[src/rtl/byte_capture_fifo.sv]
// byte_capture_fifo
// Input stage for the byte delay line. Synchronises the switch byte and the
// capture button, debounces the button and stores one byte per press in a
// small first-word fall-through FIFO with a valid/ready output handshake.
module byte_capture_fifo #(
  parameter  int DEPTH      = 8,
  parameter  int DEB_CYCLES = 4,
  localparam int CW         = $clog2(DEPTH) + 1
) (
  input  logic          clk,
  input  logic          reset,
  input  logic [7:0]    data_in,
  input  logic          strobe_in,
  output logic [7:0]    out_data,
  output logic          out_valid,
  input  logic          out_ready,
  output logic [CW-1:0] count,
  output logic          overflow,
  input  logic          clear_ovf
);

  localparam int            PW       = $clog2(DEPTH);
  localparam logic [CW-1:0] FULL     = CW'(DEPTH);
  localparam logic [7:0]    DEB_MAX  = 8'(DEB_CYCLES);
  localparam logic [7:0]    DEB_LAST = 8'(DEB_CYCLES - 1);

  // Synchroniser stages
  logic [7:0]    s1_data;
  logic [7:0]    s2_data;
  logic          s1_strobe;
  logic          s2_strobe;

  // Debounce state
  logic [7:0]    deb;
  logic          capture;

  // FIFO state
  logic [7:0]    mem [DEPTH];
  logic [PW-1:0] wr_ptr;
  logic [PW-1:0] rd_ptr;
  logic          push;
  logic          pop;
  logic          drop;
  logic          not_empty;
  logic          is_full;

  // Two-flop synchronisers for the switch byte and the button
  always_ff @(posedge clk or posedge reset) begin
    if (reset) begin
      s1_data   <= 8'h00;
      s2_data   <= 8'h00;
      s1_strobe <= 1'b0;
      s2_strobe <= 1'b0;
    end else begin
      s1_data   <= data_in;
      s2_data   <= s1_data;
      s1_strobe <= strobe_in;
      s2_strobe <= s1_strobe;
    end
  end

  // Debounce counter: clears while the button is low, saturates while held
  always_ff @(posedge clk or posedge reset) begin
    if (reset) begin
      deb <= 8'h00;
    end else if (!s2_strobe) begin
      deb <= 8'h00;
    end else if (deb < DEB_MAX) begin
      deb <= deb + 8'd1;
    end
  end

  // The capture pulse fires once, on the cycle the counter reaches its last
  // step; saturation keeps a held button from re-firing.
  assign capture   = s2_strobe && (deb == DEB_LAST);

  assign not_empty = (count != '0);
  assign is_full   = (count == FULL);
  assign pop       = not_empty && out_ready;
  assign push      = capture && (!is_full || pop);
  assign drop      = capture && is_full && !pop;

  // Storage array, written on push; intentionally not reset
  always_ff @(posedge clk) begin
    if (push) begin
      mem[wr_ptr] <= s2_data;
    end
  end

  // Write pointer wraps naturally at DEPTH
  always_ff @(posedge clk or posedge reset) begin
    if (reset) begin
      wr_ptr <= '0;
    end else if (push) begin
      wr_ptr <= wr_ptr + PW'(1);
    end
  end

  // Read pointer advances on each accepted output byte
  always_ff @(posedge clk or posedge reset) begin
    if (reset) begin
      rd_ptr <= '0;
    end else if (pop) begin
      rd_ptr <= rd_ptr + PW'(1);
    end
  end

  // Occupancy register; simultaneous push and pop leaves it unchanged
  always_ff @(posedge clk or posedge reset) begin
    if (reset) begin
      count <= '0;
    end else begin
      case ({push, pop})
        2'b10:   count <= count + CW'(1);
        2'b01:   count <= count - CW'(1);
        default: count <= count;
      endcase
    end
  end

  // Sticky overflow; a drop on the same edge as a clear keeps it set
  always_ff @(posedge clk or posedge reset) begin
    if (reset) begin
      overflow <= 1'b0;
    end else if (drop) begin
      overflow <= 1'b1;
    end else if (clear_ovf) begin
      overflow <= 1'b0;
    end
  end

  // Fall-through head: depends only on registered state, never on out_ready
  always_comb begin
    out_valid = not_empty;
    out_data  = 8'h00;
    if (not_empty) begin
      out_data = mem[rd_ptr];
    end
  end

endmodule

[config.mk]
export PLATFORM = sky130hd
export DESIGN_NAME = byte_capture_fifo
export DESIGN_NICKNAME = d
export VERILOG_FILES = /design/src/rtl/byte_capture_fifo.sv
export SDC_FILE = /design/constraint.sdc
export NUM_CORES = 1
export LEC_CHECK = 0
export CAP_MARGIN = 5
export CORE_UTILIZATION = 56
export CTS_CLUSTER_DIAMETER = 50
export CTS_CLUSTER_SIZE = 40
export DETAILED_ROUTE_END_ITERATION = 8
export DONT_BUFFER_PORTS = 1
export PLACE_DENSITY = 0.74
export SKIP_LAST_GASP = 1
export SYNTH_ARGS = -nofsm -noshare
export SYNTH_HDL_FRONTEND = slang
export SYNTH_SLANG_ARGS = --single-unit
export TNS_END_PERCENT = 30
[constraint.sdc]
create_clock -name clk -period 2.2 [get_ports clk]
set_input_delay 0.44 -clock clk [delete_from_list [all_inputs] [get_ports clk]]
set_output_delay 0.44 -clock clk [all_outputs]
set_load 0.005 [all_outputs]
## Word level (Yosys, flattened, before mapping)

Memory sizes are Yosys's and may differ from the RTL's.
Index checks and enable logic that the tools add are counted.

- Input port bits: 13
- Memories: 1
- Logic and storage cells: 40
- Register bits after elaboration: 37
- Output and inout bits: 14
- Bits in writable memories: 64

- Add/sub/neg operators: 5
- Reduce and logical (&&, ||, !) cells: 11
- Multiplexer cells: 8
- Order comparisons: 1
- Eq/ne operators: 5

Memories:

| memory | depth | width | read ports | clocked after memory_dff | write ports | RTL line | text |
|---|---|---|---|---|---|---|---|
| mem | 8 | 8 | 1 | 0 | 1 | 38 | `logic [7:0] mem [DEPTH];` |

Operators with widths:

| operator | count |
|---|---|
| $mux W8 | 3 |
| $add A8 B1 Y8 const B | 1 |
| $eq A8 B2 Y1 const B | 1 |
| $lt A8 B3 Y1 const B | 1 |
| $pmux W4 S2 | 1 |
| $add A3 B1 Y3 const B | 2 |
| $logic_and A1 B1 Y1 | 5 |
| $add A4 B1 Y4 const B | 1 |
| $eq A4 B4 Y1 const B | 1 |
| $mux W1 | 4 |
| $reduce_bool A2 Y1 | 2 |
| $reduce_bool A4 Y1 | 1 |
| $sub A4 B1 Y4 const B | 1 |
| $eq A2 B1 Y1 const B | 1 |
| $eq A2 B2 Y1 const B | 1 |
| $logic_not A1 Y1 | 2 |
| $ne A2 B1 Y1 const B | 1 |
| $logic_or A1 B1 Y1 | 1 |

## Logic depth before layout (Yosys ltp)

- Word-level depth: 6
- Gate-level depth with buffers: 10
- Gate-level depth less buffers: 10

## Worst setup path after synthesis

No wires, ideal clock.

- Path type: flip-flop to flip-flop
- Start: reg count[2]
- End: reg count[3]
- Cell stages (with the launch flop): 11
- Arrival time: 2.217 ns
- Setup time: 0.080 ns
- Data required time: 2.120 ns
- Slack: -0.097 ns
- Cells stage by stage: dfrtp_1 nor4_4 inv_2 and2_4 and2_4 ha_1 a21o_1 a21oi_1 nor2_1 a22oi_1 xnor2_1

- Longest elaborated chain between the ends: 6

Ends and longest elaborated chain:

| item | RTL line | text |
|---|---|---|
| start, declared | 17 | `output logic [CW-1:0] count,` |
| start signal, assigned | 114 | `2'b10: count <= count + CW'(1);` |
| start signal, assigned | 115 | `2'b01: count <= count - CW'(1);` |
| start signal, assigned | 116 | `default: count <= count;` |
| $reduce_bool A4 Y1 (*) | 77 | `assign not_empty = (count != '0);` |
| via out_valid | 15 | `output logic out_valid,` |
| $logic_and A1 B1 Y1 (*) | 79 | `assign pop = not_empty && out_ready;` |
| $logic_or A1 B1 Y1 | 80 | `assign push = capture && (!is_full \|\| pop);` |
| $logic_and A1 B1 Y1 | 80 |  |
| $eq A2 B1 Y1 or $eq A2 B2 Y1 (tied branches) | 113 | `case ({push, pop})` |
| $pmux W4 S2 or $reduce_bool A2 Y1 (tied branches) | - |  |

Mark *: on every way through the listed nets, which the timed path passes. The rest lies on a longest branch.
A chain may end at the register's enable or synchronous reset.

## Final worst setup path

- Start: reg count[1]
- End: reg count[3]

- Longest elaborated chain between the ends: 6

Ends and longest elaborated chain:

| item | RTL line |
|---|---|
| $eq A4 B4 Y1 or $reduce_bool A4 Y1 (tied branches) | 78, 77 |
| $logic_not A1 Y1 or $logic_and A1 B1 Y1 (tied branches) | 80, 79 |
| $logic_or A1 B1 Y1 | 80 |
| $logic_and A1 B1 Y1 | 80 |
| $eq A2 B1 Y1 or $eq A2 B2 Y1 (tied branches) | 113 |
| $pmux W4 S2 or $reduce_bool A2 Y1 (tied branches) | - |

Several ways; a longest one is shown, not always the timed one.

==> results.sh <==
export IMPL_synth_top_family_by_area="multiplexers"
export IMPL_crit_path_start_kind="register"
export IMPL_cp_max_fo=4
export IMPL_arrival_ps=2450
export IMPL_synthSimpleGateAreaFrac=0.0656
export IMPL_rsz0062_at_grt="true"
export IMPL_place_gp_congestion=0.792
export IMPL_yosys_area_top_type="edfxtp_1"
export IMPL_synthMuxAreaShare=0.124
export IMPL_synth_area_per_cell_um2=18.4
export IMPL_worstReg2RegStart="count[1]"
export IMPL_synth_compound_area_share=0.0147
export IMPL_antenna_found_initial=0
export IMPL_synthToLayoutAreaGrowth_pct=13.4
export IMPL_cts_root_buf="clkbuf_8"
export IMPL_port_buffers=0
export IMPL_start_util=0.591
export IMPL_worst_path_max_delay_cell="dfrtp_2"
export IMPL_drc=0
export IMPL_dr_first_iter_drc_count=147
export IMPL_p_total_mw=4.90
export IMPL_grt_pass1_vias=2031
export IMPL_slowest_delay_ps=430
export IMPL_ys_ff_latch=101
export IMPL_path_class="reg2reg"
export IMPL_grt_usage=0.201
export IMPL_slew_headroom=0.607
export IMPL_fin_skew_ps=6.34
export IMPL_first_pass_iters=5
export IMPL_drive_above_1_share=0.286
export IMPL_synth_distinct_cells=35
export IMPL_die_area_um2=7190
export IMPL_fmax_mhz=457
export IMPL_worstRegToRegCells=10
export IMPL_worstPathCellList="nor4_4 -> inv_2 -> and2_4 -> and2_4 -> ha_1 -> a21o_1 -> a21oi_2 -> nor2_1 -> a22oi_2 -> xnor2_1"
export IMPL_period_needed_ps=2190
export IMPL_synthTopCellsByCount="edfxtp_1, dfrtp_1, mux4_2, nor2_1, nand2_1"
export IMPL_rows=29
export IMPL_cts_sinks=101
export IMPL_place_detailed_hpwl_mm=4.19
export IMPL_diodes=0
export IMPL_cp_startpoint="count[1]"
export IMPL_io_pins=27
export IMPL_grt_start_max_net_pins=38
export IMPL_synth_top_area_frac=0.501
export IMPL_grt_overflow_total=0
export IMPL_r2r_end="count[3]"
export IMPL_drv_cap=0
export IMPL_worst_pin_slew_ps=590
export IMPL_syn_area_um2=3840
export IMPL_cts_made_buffers=9
export IMPL_reg2reg_slack_ps=10
export IMPL_instances_no_fill=322
export IMPL_power_leakage_nw=1.65
export IMPL_crit_path_end_kind="register"
export IMPL_synth_xor_area_frac=0.0183
export IMPL_setup_viol=0
export IMPL_synthesis_instances=208
export IMPL_finalCritPeriodShare=0.996
export IMPL_num_nets_final=259
export IMPL_critPathRequiredTime_ps=2460
export IMPL_vias=1869
export IMPL_hold_path_class="in2async"
export IMPL_synth_ff_type="edfxtp_1"
export IMPL_synth_most_common_cell="edfxtp_1"
export IMPL_postRouteAntennaNets=0
export IMPL_finalWirelength_mm=6.40
export IMPL_async_flop_share=0.366
export IMPL_peakVddDrop_v=0.000511
export IMPL_core_area_um2=6490
export IMPL_grt_pass1_wl_mm=10.2
export IMPL_htreeDepth=3
export IMPL_via_per_inst=5.80
export IMPL_clock_latency_ps=350
export IMPL_slew_violations=0
export IMPL_seq_area_frac_synth=0.742
export IMPL_clkTransAtPathRegs_ps=90
export IMPL_dp_cells=299
export IMPL_syn_num_nets=227
export IMPL_cts_tree="yes"
export IMPL_die_height_um=84.8
export IMPL_die_x_um=84.8
export IMPL_clockBufferDepth=2
export IMPL_critPathMostFrequentCell="and2_4"
export IMPL_ys_warn_count=0
export IMPL_hold_viol_final=0
export IMPL_yosys_top_cells_area="edfxtp_1, dfrtp_1, mux4_2"
export IMPL_synth_edf_count=64
export IMPL_wl_per_cell_um=19.9
export IMPL_power_density_nw_per_um2=1130
export IMPL_run_status="completed"
export IMPL_synthAdderAreaFrac=0.0215
==> stage by stage <==
stage	cell area (um^2)	hold slack, ps	TNS, ps	setup slack (ps)	util
4_1_cts	4340	74.7	-2.97	-2.97	0.668
3_3_place_gp	4070	334	0	106	0.627
2_1_floorplan	3840	331	-756	-85.8	-
5_1_grt	4350	90.9	-291	-108	0.670
6_report	4350	79.9	0	9.89	0.670
3_5_place_dp	4070	335	-68.8	-68.8	0.627
==> layer usage <==
| metal | vias to the layer above | global-route usage | wire (um) |
|---|---|---|---|
| li1 | 840 | - | - |
| met1 | 947 | 0.259 | 2720 |
| met2 | 61 | 0.322 | 3100 |
| met3 | 21 | 0.0334 | 299 |
| met4 | 0 | 0.129 | 276 |
| met5 | - | 0 | 0 |
==> power breakdown <==
part / total [mW] / internal [mW] / switching [mW]
clock: 1.20 / 0.636 / 0.567
sequential: 2.33 / 2.16 / 0.176
combinational: 1.37 / 0.726 / 0.642
==> what timing repair did <==
| action | in CTS | in global routing |
|---|---|---|
| pin swaps | 9 | 3 |
| buffers inserted | 7 | 0 |
| hold buffers | 0 | 0 |
| gates resized for setup | 1 | 3 |
| endpoints found under the setup margin | 2 | 69 |
==> sequential cells by signal, indices dropped and copies added, names as in the netlist <==
register / count
s1_data: 8
count: 4
overflow: 1
s2_data: 8
deb: 8
rd_ptr: 3
wr_ptr: 3
mem: 64
s1_strobe: 1
s2_strobe: 1
==> worst max-delay path, delay by kind of cell (launching register included) <==
kind	cells	cell delay, ps
fa+ha+maj	1	270
flops	1	430
compound gates	3	480
simple gates	4	700
buf+inv	1	60
xor+xnor	1	160
==> kinds of logic after synthesis <==
kind of cell / Yosys count
and+or+nand+nor: 47
adders and majority gates: 6
muxes: 27
DFF: 101
AOI/OAI and AO/OA: 7
buffers and inverters: 12
xor gates and xnor gates: 8
==> layout make-up <==
class / count / area (um^2)
inverter: 6 / 22.5
sequential: 101 / 2850
clock inverter: 5 / 75.1
multi-input combinational: 95 / 962
timing repair buffer: 27 / 215
fill: 416 / 2140
clock buffer: 11 / 131
tap: 77 / 96.3
==> worst max-delay path by stage <==
stage	to	slack, ps	depth (start not counted)
CTS	out_data[6]	-3	4
global route	count[3]	-110	10
global placement	count[3]	110	10
finish	count[3]	10	10
detailed placement	count[3]	-70	9
floorplan	count[3]	-90	10
==> cells in the final DEF, fill, tap and decap left out, drive strengths merged, types with 5 or more instances in the layout <==
master	instances
and2	8
buf	27
clkbuf	11
dfrtp	37
edfxtp	64
ha	5
inv	6
mux2i	9
mux4	16
nand2	10
nor2	16
xnor2	7
Power figures use the tool's default switching activity.
